[config.mk]
export PLATFORM = sky130hd
export DESIGN_NAME = pulse_arbiter
export DESIGN_NICKNAME = d
export VERILOG_FILES = /design/src/rtl/pulse_arbiter.sv
export SDC_FILE = /design/constraint.sdc
export NUM_CORES = 1
export LEC_CHECK = 0
export CAP_MARGIN = 10
export CORE_ASPECT_RATIO = 1.5
export CORE_MARGIN = 4
export CORE_UTILIZATION = 40
export CTS_CLUSTER_DIAMETER = 120
export CTS_CLUSTER_SIZE = 16
export DETAILED_ROUTE_END_ITERATION = 6
export HOLD_SLACK_MARGIN = 0.12
export MAX_ROUTING_LAYER = met4
export PLACE_DENSITY_LB_ADDON = 0.1
export RECOVER_POWER = 100
export SLEW_MARGIN = 20
export SYNTH_ARGS = -nofsm -noshare
export SYNTH_HDL_FRONTEND = slang
export SYNTH_SLANG_ARGS = --single-unit
export TNS_END_PERCENT = 5
[constraint.sdc]
create_clock -name clk -period 2.3 [get_ports clk]
set_input_delay 0.575 -clock clk [delete_from_list [all_inputs] [get_ports clk]]
set_output_delay 0.575 -clock clk [all_outputs]
set_load 0.02 [all_outputs]
[src/rtl/pulse_arbiter.sv]
// Round-robin arbiter that lends one shared pulse controller to N requesters,
// drives its init/per inputs, counts returned pulses and releases on completion, drop or timeout.
module pulse_arbiter #(
  parameter int N           = 4,
  parameter int INIT_CYCLES = 8,
  parameter int NPULSE      = 4,
  parameter int TIMEOUT     = 256
) (
  input  logic         clk,
  input  logic         rst_n,
  input  logic [N-1:0] req,
  input  logic [N-1:0] mode,
  input  logic         ctl_pulse,
  output logic         ctl_init,
  output logic         ctl_per,
  output logic [N-1:0] gnt,
  output logic [N-1:0] done,
  output logic         err,
  output logic         busy
);

  localparam int IW = $clog2(N);
  localparam int AW = $clog2(INIT_CYCLES + 1);
  localparam int PW = $clog2(NPULSE + 1);
  localparam int TW = $clog2(TIMEOUT);

  typedef enum logic [1:0] {S_IDLE, S_ARM, S_WAIT, S_REL} state_e;

  state_e         state_q, state_d;
  logic [IW-1:0]  ptr_q, ptr_d;
  logic [IW-1:0]  idx_q, idx_d;
  logic           mode_q, mode_d;
  logic [AW-1:0]  acnt_q, acnt_d;
  logic [PW-1:0]  pcnt_q, pcnt_d;
  logic [TW-1:0]  tcnt_q, tcnt_d;
  logic           pulse_q;
  logic           init_q, init_d;
  logic           per_q, per_d;
  logic [N-1:0]   gnt_q, gnt_d;
  logic [N-1:0]   done_q, done_d;
  logic           err_q, err_d;
  logic           busy_q, busy_d;

  logic           rise_s;
  logic           found_s;
  logic           hit_s;
  logic [IW-1:0]  pick_s;
  logic [IW-1:0]  cand_s;
  logic [PW-1:0]  pcnt_n_s;

  assign rise_s = ctl_pulse & ~pulse_q;

  // Round-robin pick: first set request scanning from ptr upward, wrapping at N.
  always_comb begin
    found_s = 1'b0;
    pick_s  = '0;
    cand_s  = '0;
    hit_s   = 1'b0;
    for (int k = 0; k < N; k++) begin
      cand_s  = IW'((int'(ptr_q) + k) % N);
      hit_s   = ~found_s & req[cand_s];
      pick_s  = hit_s ? cand_s : pick_s;
      found_s = found_s | hit_s;
    end
  end

  // Service sequencing and counters.
  always_comb begin
    state_d  = state_q;
    ptr_d    = ptr_q;
    idx_d    = idx_q;
    mode_d   = mode_q;
    acnt_d   = acnt_q;
    pcnt_d   = pcnt_q;
    tcnt_d   = tcnt_q;
    done_d   = '0;
    err_d    = 1'b0;
    pcnt_n_s = pcnt_q + PW'(rise_s);
    case (state_q)
      S_IDLE: begin
        if (found_s) begin
          state_d = S_ARM;
          idx_d   = pick_s;
          mode_d  = mode[pick_s];
          acnt_d  = '0;
          pcnt_d  = '0;
          tcnt_d  = '0;
        end else begin
          state_d = S_IDLE;
        end
      end
      S_ARM: begin
        if (acnt_q == AW'(INIT_CYCLES - 1)) begin
          state_d = S_WAIT;
        end else begin
          acnt_d = acnt_q + AW'(1'b1);
        end
      end
      S_WAIT: begin
        // A dropped request outranks a pulse arriving in the same cycle.
        if (!req[idx_q]) begin
          state_d = S_REL;
        end else if (!mode_q && (pcnt_n_s >= PW'(1'b1))) begin
          state_d        = S_REL;
          done_d[idx_q]  = 1'b1;
        end else if (mode_q && (pcnt_n_s >= PW'(NPULSE))) begin
          state_d        = S_REL;
          done_d[idx_q]  = 1'b1;
        end else if (!rise_s && (tcnt_q == TW'(TIMEOUT - 1))) begin
          state_d        = S_REL;
          done_d[idx_q]  = 1'b1;
          err_d          = 1'b1;
        end else begin
          pcnt_d = pcnt_n_s;
          tcnt_d = rise_s ? '0 : tcnt_q + TW'(1'b1);
        end
      end
      S_REL: begin
        state_d = S_IDLE;
        ptr_d   = (idx_q == IW'(N - 1)) ? '0 : idx_q + IW'(1'b1);
      end
      default: begin
        state_d = S_IDLE;
      end
    endcase
  end

  // Controller-facing outputs decoded from the next state so they change with it.
  always_comb begin
    init_d = (state_d == S_ARM);
    busy_d = (state_d != S_IDLE);
    if ((state_d == S_ARM) || (state_d == S_WAIT)) begin
      gnt_d = N'(1'b1) << idx_d;
      per_d = mode_d;
    end else begin
      gnt_d = '0;
      per_d = 1'b0;
    end
  end

  // State, counters and registered outputs.
  always_ff @(posedge clk or negedge rst_n) begin
    if (!rst_n) begin
      state_q <= S_IDLE;
      ptr_q   <= '0;
      idx_q   <= '0;
      mode_q  <= 1'b0;
      acnt_q  <= '0;
      pcnt_q  <= '0;
      tcnt_q  <= '0;
      pulse_q <= 1'b0;
      init_q  <= 1'b0;
      per_q   <= 1'b0;
      gnt_q   <= '0;
      done_q  <= '0;
      err_q   <= 1'b0;
      busy_q  <= 1'b0;
    end else begin
      state_q <= state_d;
      ptr_q   <= ptr_d;
      idx_q   <= idx_d;
      mode_q  <= mode_d;
      acnt_q  <= acnt_d;
      pcnt_q  <= pcnt_d;
      tcnt_q  <= tcnt_d;
      pulse_q <= ctl_pulse;
      init_q  <= init_d;
      per_q   <= per_d;
      gnt_q   <= gnt_d;
      done_q  <= done_d;
      err_q   <= err_d;
      busy_q  <= busy_d;
    end
  end

  assign ctl_init = init_q;
  assign ctl_per  = per_q;
  assign gnt      = gnt_q;
  assign done     = done_q;
  assign err      = err_q;
  assign busy     = busy_q;

endmodule
Yosys cells after proc, flatten, opt, wreduce, memory -nomap -nowiden
Index checks and enable logic that the tools add are counted.
Widths: inputs -> output; s select.
Operators by class
  multiplexer cells: 58
  reductions and logical operators: 13
  equal/unequal tests: 14
  magnitude comparators: 9
  shift operators: 1
  bitwise logic cells: 11
  add/sub/neg operators: 7
Operator list (count)
  $mux 8: 6
  $mux 4: 8
  $mux 2: 12
  $lt 2x3->1 const B: 6
  $mux 1: 16
  $pmux 8 s2: 1
  $mux 3: 5
  $bmux 1 s2: 6
  $ne 2x2->1 const B: 6
  $add 8x1->8 const B: 1
  $eq 2x2->1 const B: 4
  $eq 8x8->1 const B: 1
  $pmux 2 s4: 1
  $pmux 4 s2: 1
  $pmux 3 s2: 1
  $reduce_and 6->1: 1
  $reduce_bool 2->1: 3
  $add 2x1->2 const B: 2
  $add 2x2->2 const B: 2
  $add 4x1->4 const B: 1
  $and 1x1->1: 4
  $eq 2x1->1 const B: 2
  $eq 4x3->1 const B: 1
  $logic_and 1x1->1: 4
  other kinds (12): 18
Storage, ports and cells
  input bits: 11
  output and inout port bits: 12
  word-level logic and storage cells: 127
  bits in registers: 35

Depth between registers and ports, before layout
Gate-level depths: netlist of the first run.
  depth in word-level cells: 16
  gate-level depth with buffers: 13

Least setup slack after synthesis of the first run
OpenSTA, ideal clock, no wires.
  path type: input port to flip-flop
  start point: input port ctl_pulse
  end point: register per_q (netlist: ctl_per)
  stages on the path: 13
  path slack: -0.240 ns
  arrival time: 2.388 ns
  required time: 2.148 ns
  cells stage by stage: nor2b_1 > ha_1 > ha_1 > o21bai_1 > nand2_1 > nor2_1 > nand2_1 > a21oi_1 > ha_1 > inv_1 > nor2_1 > o311ai_0 > o311ai_0
On the way
  longest elaborated chain between the ends: 11
  elaborated cells between the ends (all ways): 17
  those cells by class: add/sub (1); order compare (2); eq/ne (2); mux (6); bitwise (1); reduce/logical (5)
RTL lines
  start, declared: line 13  | input logic ctl_pulse,
  $and 1x1->1 *: line 51  | assign rise_s = ctl_pulse & ~pulse_q;
  $add 3x1->3 or $logic_not 1->1 (tied branches): line 78, 109
  $ge 3x3->1 or $logic_and 1x1->1 (tied branches): line 106, 109
  $logic_and 1x1->1 or $mux 2 (tied branches): line 106, 109
  $mux 2: line 106  | end else if (mode_q && (pcnt_n_s >= PW'(NPULSE))) begin
  $mux 2 *: line 103  | end else if (!mode_q && (pcnt_n_s >= PW'(1'b1))) begin
  $mux 2 *: line 101  | if (!req[idx_q]) begin
  $pmux 2 s4 *: line 79  | case (state_q)
  $eq 2x1->1 or $eq 2x2->1 (tied branches): line 132  | if ((state_d == S_ARM) || (state_d == S_WAIT)) begin
  $logic_or 1x1->1 *: line 132
  $mux 1 *: line 132
  named net per_d: line 38  | logic per_q, per_d;
  end signal, assigned: line 168  | per_q <= per_d;
  end, declared: line 38
Mark *: on every way through the listed nets, which the timed path passes. The rest lies on a longest branch.
A chain may end at the register's enable or synchronous reset.

Final worst setup path of the first run
Ends and elaborated chain as after synthesis.

==> results of run 1 <==
-- registers in the layout, indices dropped and copies added, names as in the netlist, 2 cells and up --
register / count
done: 4
idx_q: 2
pcnt_q: 3
gnt: 4
tcnt_q: 8
ptr_q: 2
state_q: 2
acnt_q: 4
-- cells in the mapped netlist, types with 4 or more instances --
cell	instances	share of area, %
a21oi_1	5	1.4
and2_1	7	2.4
dfrtp_1	35	48
ha_1	10	6.9
inv_1	8	1.7
nand2_1	19	3.9
nand2b_1	5	1.7
nand3_1	10	2.8
nor2_1	13	2.7
nor3_1	5	1.4
o21ai_0	10	2.8
o311ai_0	4	1.9
o31ai_1	7	2.9
-- worst max-delay path: stages --
cell      delay (ps)
buf_2            100
nor2b_4          130
ha_4             150
ha_4             170
xnor2_4          190
nand2_2          100
nor2_4           120
nand2_2           70
a21oi_2          160
ha_4             230
inv_2             60
nor2_1            30
o311ai_1          90
o311ai_1         170
-- how the worst max path moves through the flow --
stage / end / cells past startpoint / slack [ps] / from
floorplan: ctl_per$_DFF_PN0_ / 13 / -50 / ctl_pulse
global placement: ctl_per$_DFF_PN0_ / 14 / -620 / ctl_pulse
detailed placement: ctl_per$_DFF_PN0_ / 14 / -700 / ctl_pulse
CTS: ctl_per$_DFF_PN0_ / 13 / -7 / pulse_q$_DFF_PN0_
global route: ctl_per$_DFF_PN0_ / 13 / 7 / pulse_q$_DFF_PN0_
finish: ctl_per$_DFF_PN0_ / 14 / 110 / ctl_pulse
-- power breakdown --
| group | internal [uW] | leakage [uW] | switching, uW |
|---|---|---|---|
| Combinational | 464 | 0.000599 | 529 |
| Sequential | 752 | 0.000458 | 126 |
| Clock | 432 | 0.0000644 | 235 |
-- area by class of cell --
type	count	area (sq um)
clock buffer	5	68.8
clock inverter	3	67.6
fill	390	1840
inverter	8	30.0
multi-input combinational	132	971
sequential	35	876
tap	46	57.6
timing repair buffer	46	373
-- what timing repair did --
| item | in CTS | in global routing |
|---|---|---|
| setup buffers | 2 | 1 |
| pin swaps | 9 | 4 |
| endpoints found under the setup margin | 13 | 5 |
| resized for setup | 12 | 10 |
-- cell families after synthesis --
kind of cell	share of synthesized area, %
flops	48.5
buf+inv	3.19
mux	3.19
xor+xnor	0.970
simple gates	21.1
fa+ha+maj	6.93
compound gates	16.2
-- per-stage QoR --
| stage | TNS (ps) | setup slack [ps] | hold slack [ps] |
|---|---|---|---|
| finish | 0 | 108 | 400 |
| floorplan | -95.4 | -50.7 | 279 |
| global placement | -8350 | -615 | 477 |
| CTS | -7.41 | -7.41 | 392 |
| global route | 0 | 6.68 | 383 |
| detailed placement | -9700 | -697 | 500 |
-- per-layer routing --
layer	up-vias	routed length, microns
li1	739	-
met1	757	1550
met2	44	2400
met3	12	152
met4	0	121
met5	-	0
==> summary.txt, run 1 <==
Outcome
  – Status: complete, no violations

Clocking
  – CTS sink cnt: 35
  – Max clock buf depth: 2
  – CTS Buf Count: 5
  – Worst-Skew Late Latency: 290 ps
  – Worst-path clk slew: 70 ps
  – Clock H-tree levels: 2
  – CTS tree: done
  – Cts hold-fix bufs: 0
  – CTS root buffer: clkbuf_8

Synth
  – Cells after Synth: 180
  – Unique masters post-synth: 40
  – Post-synth EDFFs: 0
  – Mapped Nets: 201
  – Seq/Total Area, Yosys: 48.5%
  – Synth warn: 0
  – Async set-reset flop share out of synthesis: 100%
  – Post-synth design cell area: 1810 sq um
  – Syn Area/Cell: 10.0 sq um
  – Primary FF master, synth: dfrtp_1
  – Yosys reg bits: 35

Final layout
  – Final Cell Area: 2440 sq um
  – Commonest non-fill, non-tap cell in the layout: dfrtp_1
  – Share of layout cells above drive strength 1: 21.0%
  – # diodes: 0
  – Post-Layout Cell Count: 275
  – Most frequent cells in the layout: dfrtp_1 (35), nand2_1 (17), buf_4 (16), dlygate4sd3_1 (13), nor2_1 (12)
  – Fin util: 57.1%
  – Fin nets: 249
  – Area grow syn2layout: 35.2%

Power
  – P_leak: 0.00112 uW
  – PD cells: 1040 nW/um^2
  – Worst IR drop on VDD: 655 uV
  – Overall power: 2540 uW

Global route
  – Grt ovf: 0
  – Met1 usage: 15.0%
  – Met2 usage: 31.1%
  – Initial antenna violation count: 0
  – Busiest grt layer: met2
  – GRT Total Usage: 16.4%
  – Met3 Resource Use GR: 3.61%
  – First-pass GRT wire length: 7250 microns
  – Largest net degree at the start of global routing: 36
  – Number of global-route vias before repair: 1638

Setup path
  – R2r worst-path depth: 10
  – CP startpoint kind: primary input
  – Worst r2r dst: gnt[2]$_DFF_PN0_
  – Kind of critical path: primary input to register
  – Required time worst endpoint: 2450 ps
  – Register-to-register setup slack: 140 ps
  – Worst Path Max Fanout: 4
  – Worst Path Arrival: 2340 ps
  – CP Capture Type: register
  – Worst flop-to-flop path startpoint: tcnt_q[0]$_DFFE_PN0P_

Placed design
  – Placed cells: 264
  – Placed cell areas: 2240 sq um
  – # port buffers: 22
  – Hpwl dp: 3180 microns
  – Final GP Congestion: 0.807

Timing
  – Final Hold Vio Count: 0
  – Setup Viol. Count Final: 0
  – Final cycle utilization of the critical path: 95.3%
  – Worst rel slew slack: 43.9%
  – Unrepaired setup endpoints after global routing: no
  – Final min period: 2190 ps
  – Max Freq: 0.456 GHz
  – Slew @ Worst Pin: 841 ps
  – Final Slew Violations: 0
  – Clock skew: 2.89 ps

Drt
  – Routed len/inst: 15.4 microns
  – Routed vias/inst: 5.64
  – Post-Route WL: 4230 microns
  – DR iter-0 viols: 106
  – Drt drc: 0
  – Final antenna-violating net count: 0
  – Initial DRT Pass Iterations: 6
  – Vias: 1552

Die
  – Die Y: 90.3 microns
  – Row cnt: 29
  – Die Wd: 62.9 microns
  – Die ar.: 5680 sq um
  – Io pins: 23
  – Starting density of the core: 42.2%
  – Core Area: 4280 sq um

Run
  – Number of max-cap violations: 0

Worst hold path
  – Hold Path Sink: pulse_q$_DFF_PN0_
  – Worst Hold Launch: ctl_pulse
  – Hold-critical path depth: 1
  – Worst Hold Class: primary input to register
Note: power is estimated with default switching activity, not from simulation.
==> run 2, diff against run 1 <==
- CORE_ASPECT_RATIO: 1.5 -> 1.1
- CTS_BUF_LIST: unset -> sky130_fd_sc_hd__clkbuf_16
- SLEW_MARGIN: 20 -> 10
==> run 2 against run 1 <==
Against the previous run: register-to-register slack worse by 50 ps; first-iteration DRC count down 47%; hold slack better by 24 ps; global-route usage up 0.44 points; cell count up 3.6%; routed wire length down 1.5%; die area down 0.37%; critical path type unchanged; largest cell class unchanged; highest routed layer unchanged.
==> summary.txt, run 2 (same netlist as run 1, synthesis figures left out) <==
Outcome
  – Status: complete, no violations

Global route
  – Largest net degree at the start of global routing: 36 (unchanged)
  – Grt ovf: 0 (unchanged)
  – Number of global-route vias before repair: 1583 (-3.4%)
  – GRT Total Usage: 16.8% (+0.44 points)
  – First-pass GRT wire length: 7200 microns (-0.58%)
  – Initial antenna violation count: 0 (unchanged)

Die
  – Die Wd: 72.1 microns (+15%)
  – Io pins: 23 (unchanged)
  – Die Y: 78.5 microns (-13%)
  – Die ar.: 5660 sq um (-0.37%)
  – Core Area: 4350 sq um (+1.5%)
  – Row cnt: 25 (-14%)
  – Starting density of the core: 41.6% (-0.64 points)

Final layout
  – Area grow syn2layout: 40.2%
  – Commonest non-fill, non-tap cell in the layout: dfrtp_1
  – Biggest register: tcnt_q
  – Fin nets: 251 (+0.80%)
  – # diodes: 0 (unchanged)
  – Share of layout cells above drive strength 1: 21.6% (+0.68 points)
  – Fillers: 359 (-7.9%)
  – Most frequent cells in the layout: dfrtp_1 (35), buf_4 (21), nand2_1 (17), dlygate4sd3_1 (13), nor2_1 (12)
  – Max reg flops: 8 (unchanged)

Power
  – P_leak: 0.00117 uW (+4.0%)
  – Overall power: 2730 uW (+7.6%)
  – PD cells: 1080 nW/um^2 (+3.7%)
  – Worst IR drop on VDD: 468 uV (-29%)

Setup path
  – Register-to-register setup slack: 90 ps (-50 ps)
  – Worst flop-to-flop path startpoint: tcnt_q[1]$_DFFE_PN0P_
  – Worst Path Arrival: 2380 ps (+40 ps)
  – Kind of critical path: primary input to register
  – Worst r2r dst: tcnt_q[7]$_DFFE_PN0P_
  – Required time worst endpoint: 2460 ps (about the same)
  – CP Capture Type: register
  – Worst Path Max Fanout: 6 (+2)
  – R2r worst-path depth: 8 (-2)
  – CP startpoint kind: primary input

Timing
  – Final min period: 2210 ps (+21.6 ps)
  – Final Hold Vio Count: 0 (unchanged)
  – Final Slew Violations: 0 (unchanged)
  – Final cycle utilization of the critical path: 96.2% (+0.94 points)
  – Slew @ Worst Pin: 858 ps (+17.0 ps)
  – Clock skew: 6.17 ps (+3.28 ps)
  – Setup Viol. Count Final: 0 (unchanged)
  – Worst rel slew slack: 42.8% (-1.1 points)
  – Final hold slack: 424 ps (+23.9 ps)
  – Max Freq: 0.452 GHz (-0.98%)

Clocking
  – Worst-path clk slew: 60 ps (about the same)
  – CTS Buf Count: 5 (unchanged)
  – CTS tree: done
  – CTS root buffer: clkbuf_16
  – Worst-Skew Late Latency: 280 ps (about the same)
  – Cts hold-fix bufs: 0 (unchanged)
  – Max clock buf depth: 2 (unchanged)
  – Clock H-tree levels: 2 (unchanged)
  – CTS sink cnt: 35 (unchanged)

Drt
  – Drt drc: 0 (unchanged)
  – Initial DRT Pass Iterations: 4 (-2)
  – Final antenna-violating net count: 0 (unchanged)
  – Vias: 1501 (-3.3%)
  – Top Metal Used: met4
  – DR iter-0 viols: 56 (-47%)
  – Post-Route WL: 4170 microns (-1.5%)
  – Wire length on met2: 2280 microns (-5.3%)
  – Routed len/inst: 14.6 microns (-5.0%)
  – Routed vias/inst: 5.27 (-6.7%)
  – WL met1: 1660 microns (+6.9%)
  – Routed wl met3: 140 microns (-7.9%)

Worst hold path
  – Hold Path Sink: pulse_q$_DFF_PN0_
  – Worst Hold Class: primary input to register
  – Worst Hold Launch: ctl_pulse
  – Hold-critical path depth: 1 (unchanged)

Placed design
  – Final GP Congestion: 0.842 (+4.2%)
  – Hpwl dp: 3100 microns (-2.5%)
  – # port buffers: 22 (unchanged)

Run
  – Number of max-cap violations: 0 (unchanged)
==> run 2: cell types whose count changed in the layout (fill, tap and decap cells not counted), moves of 3 or more <==
| cell | before | now |
|---|---|---|
| clkbuf_16 | 0 | 5 |
| clkbuf_4 | 3 | 0 |
| clkbuf_8 | 5 | 0 |
| buf_4 | 16 | 21 |
==> run 2: how the worst max path moves through the flow <==
| stage | from | end | slack, ps | depth (start not counted) |
|---|---|---|---|---|
| floorplan | ctl_pulse | ctl_per$_DFF_PN0_ | -50 | 13 |
| global placement | ctl_pulse | ctl_per$_DFF_PN0_ | -570 | 14 |
| detailed placement | ctl_pulse | ctl_per$_DFF_PN0_ | -690 | 14 |
| CTS | ctl_pulse | ctl_per$_DFF_PN0_ | 20 | 14 |
| global route | ctl_pulse | ctl_per$_DFF_PN0_ | -8 | 14 |
| finish | ctl_pulse | tcnt_q[7]$_DFFE_PN0P_ | 90 | 9 |
==> run 2: per-layer routing <==
| layer | vias to the layer above | track usage [%] |
|---|---|---|
| met3 | 9 | 3.33 |
| met4 | 0 | 7.33 |
| met5 | - | - |
| met2 | 34 | 29.4 |
| met1 | 715 | 18.3 |
| li1 | 743 | - |
==> run 2: worst max-delay path, cell delays in order <==
cell and delay [ps]:
buf_2 110, nor2b_4 130, ha_4 160, ha_4 240, o21bai_4 140, a21boi_1 100, a221o_1 280, or2_4 290
o41ai_2 360
==> run 2: metrics by stage <==
stage | TNS [ps] | util (%) | worst slack (ps) | instances | area (sq um)
4_1_cts | 0 | 57.5 | 16.3 | 285 | 2500
3_3_place_gp | -7770 | 52.2 | -571 | 274 | 2270
2_1_floorplan | -95.4 | - | -50.7 | 180 | 1840
3_5_place_dp | -9620 | 52.2 | -689 | 274 | 2270
6_report | 0 | 58.3 | 86.7 | 285 | 2530
5_1_grt | -7.88 | 58.3 | -7.88 | 285 | 2530
==> run 2: cell type report <==
| type | instances | area, sq um | area share [%] |
|---|---|---|---|
| clock buffers | 5 | 125 | 4.94 |
| flip-flops and latches | 35 | 876 | 34.6 |
| inverters | 8 | 30.0 | 1.19 |
| well taps | 54 | 67.6 | 2.67 |
| multi-input cells | 132 | 980 | 38.7 |
| repair buffers | 48 | 388 | 15.3 |
| clock inverters | 3 | 67.6 | 2.67 |
==> run 2: power breakdown <==
group	switching [uW]	total, uW	internal (uW)
registers	123	877	754
logic	520	979	459
clock network	253	873	620
total	897	2730	1830
==> run 2: timing repair <==
action                                  4_1_cts  5_1_grt
cloned                                        0        0
resized for setup                            13        7
buffers inserted                              3        0
pin swaps                                     6        4
endpoints found under the setup margin       15        6
endpoints found under the hold margin         0        0
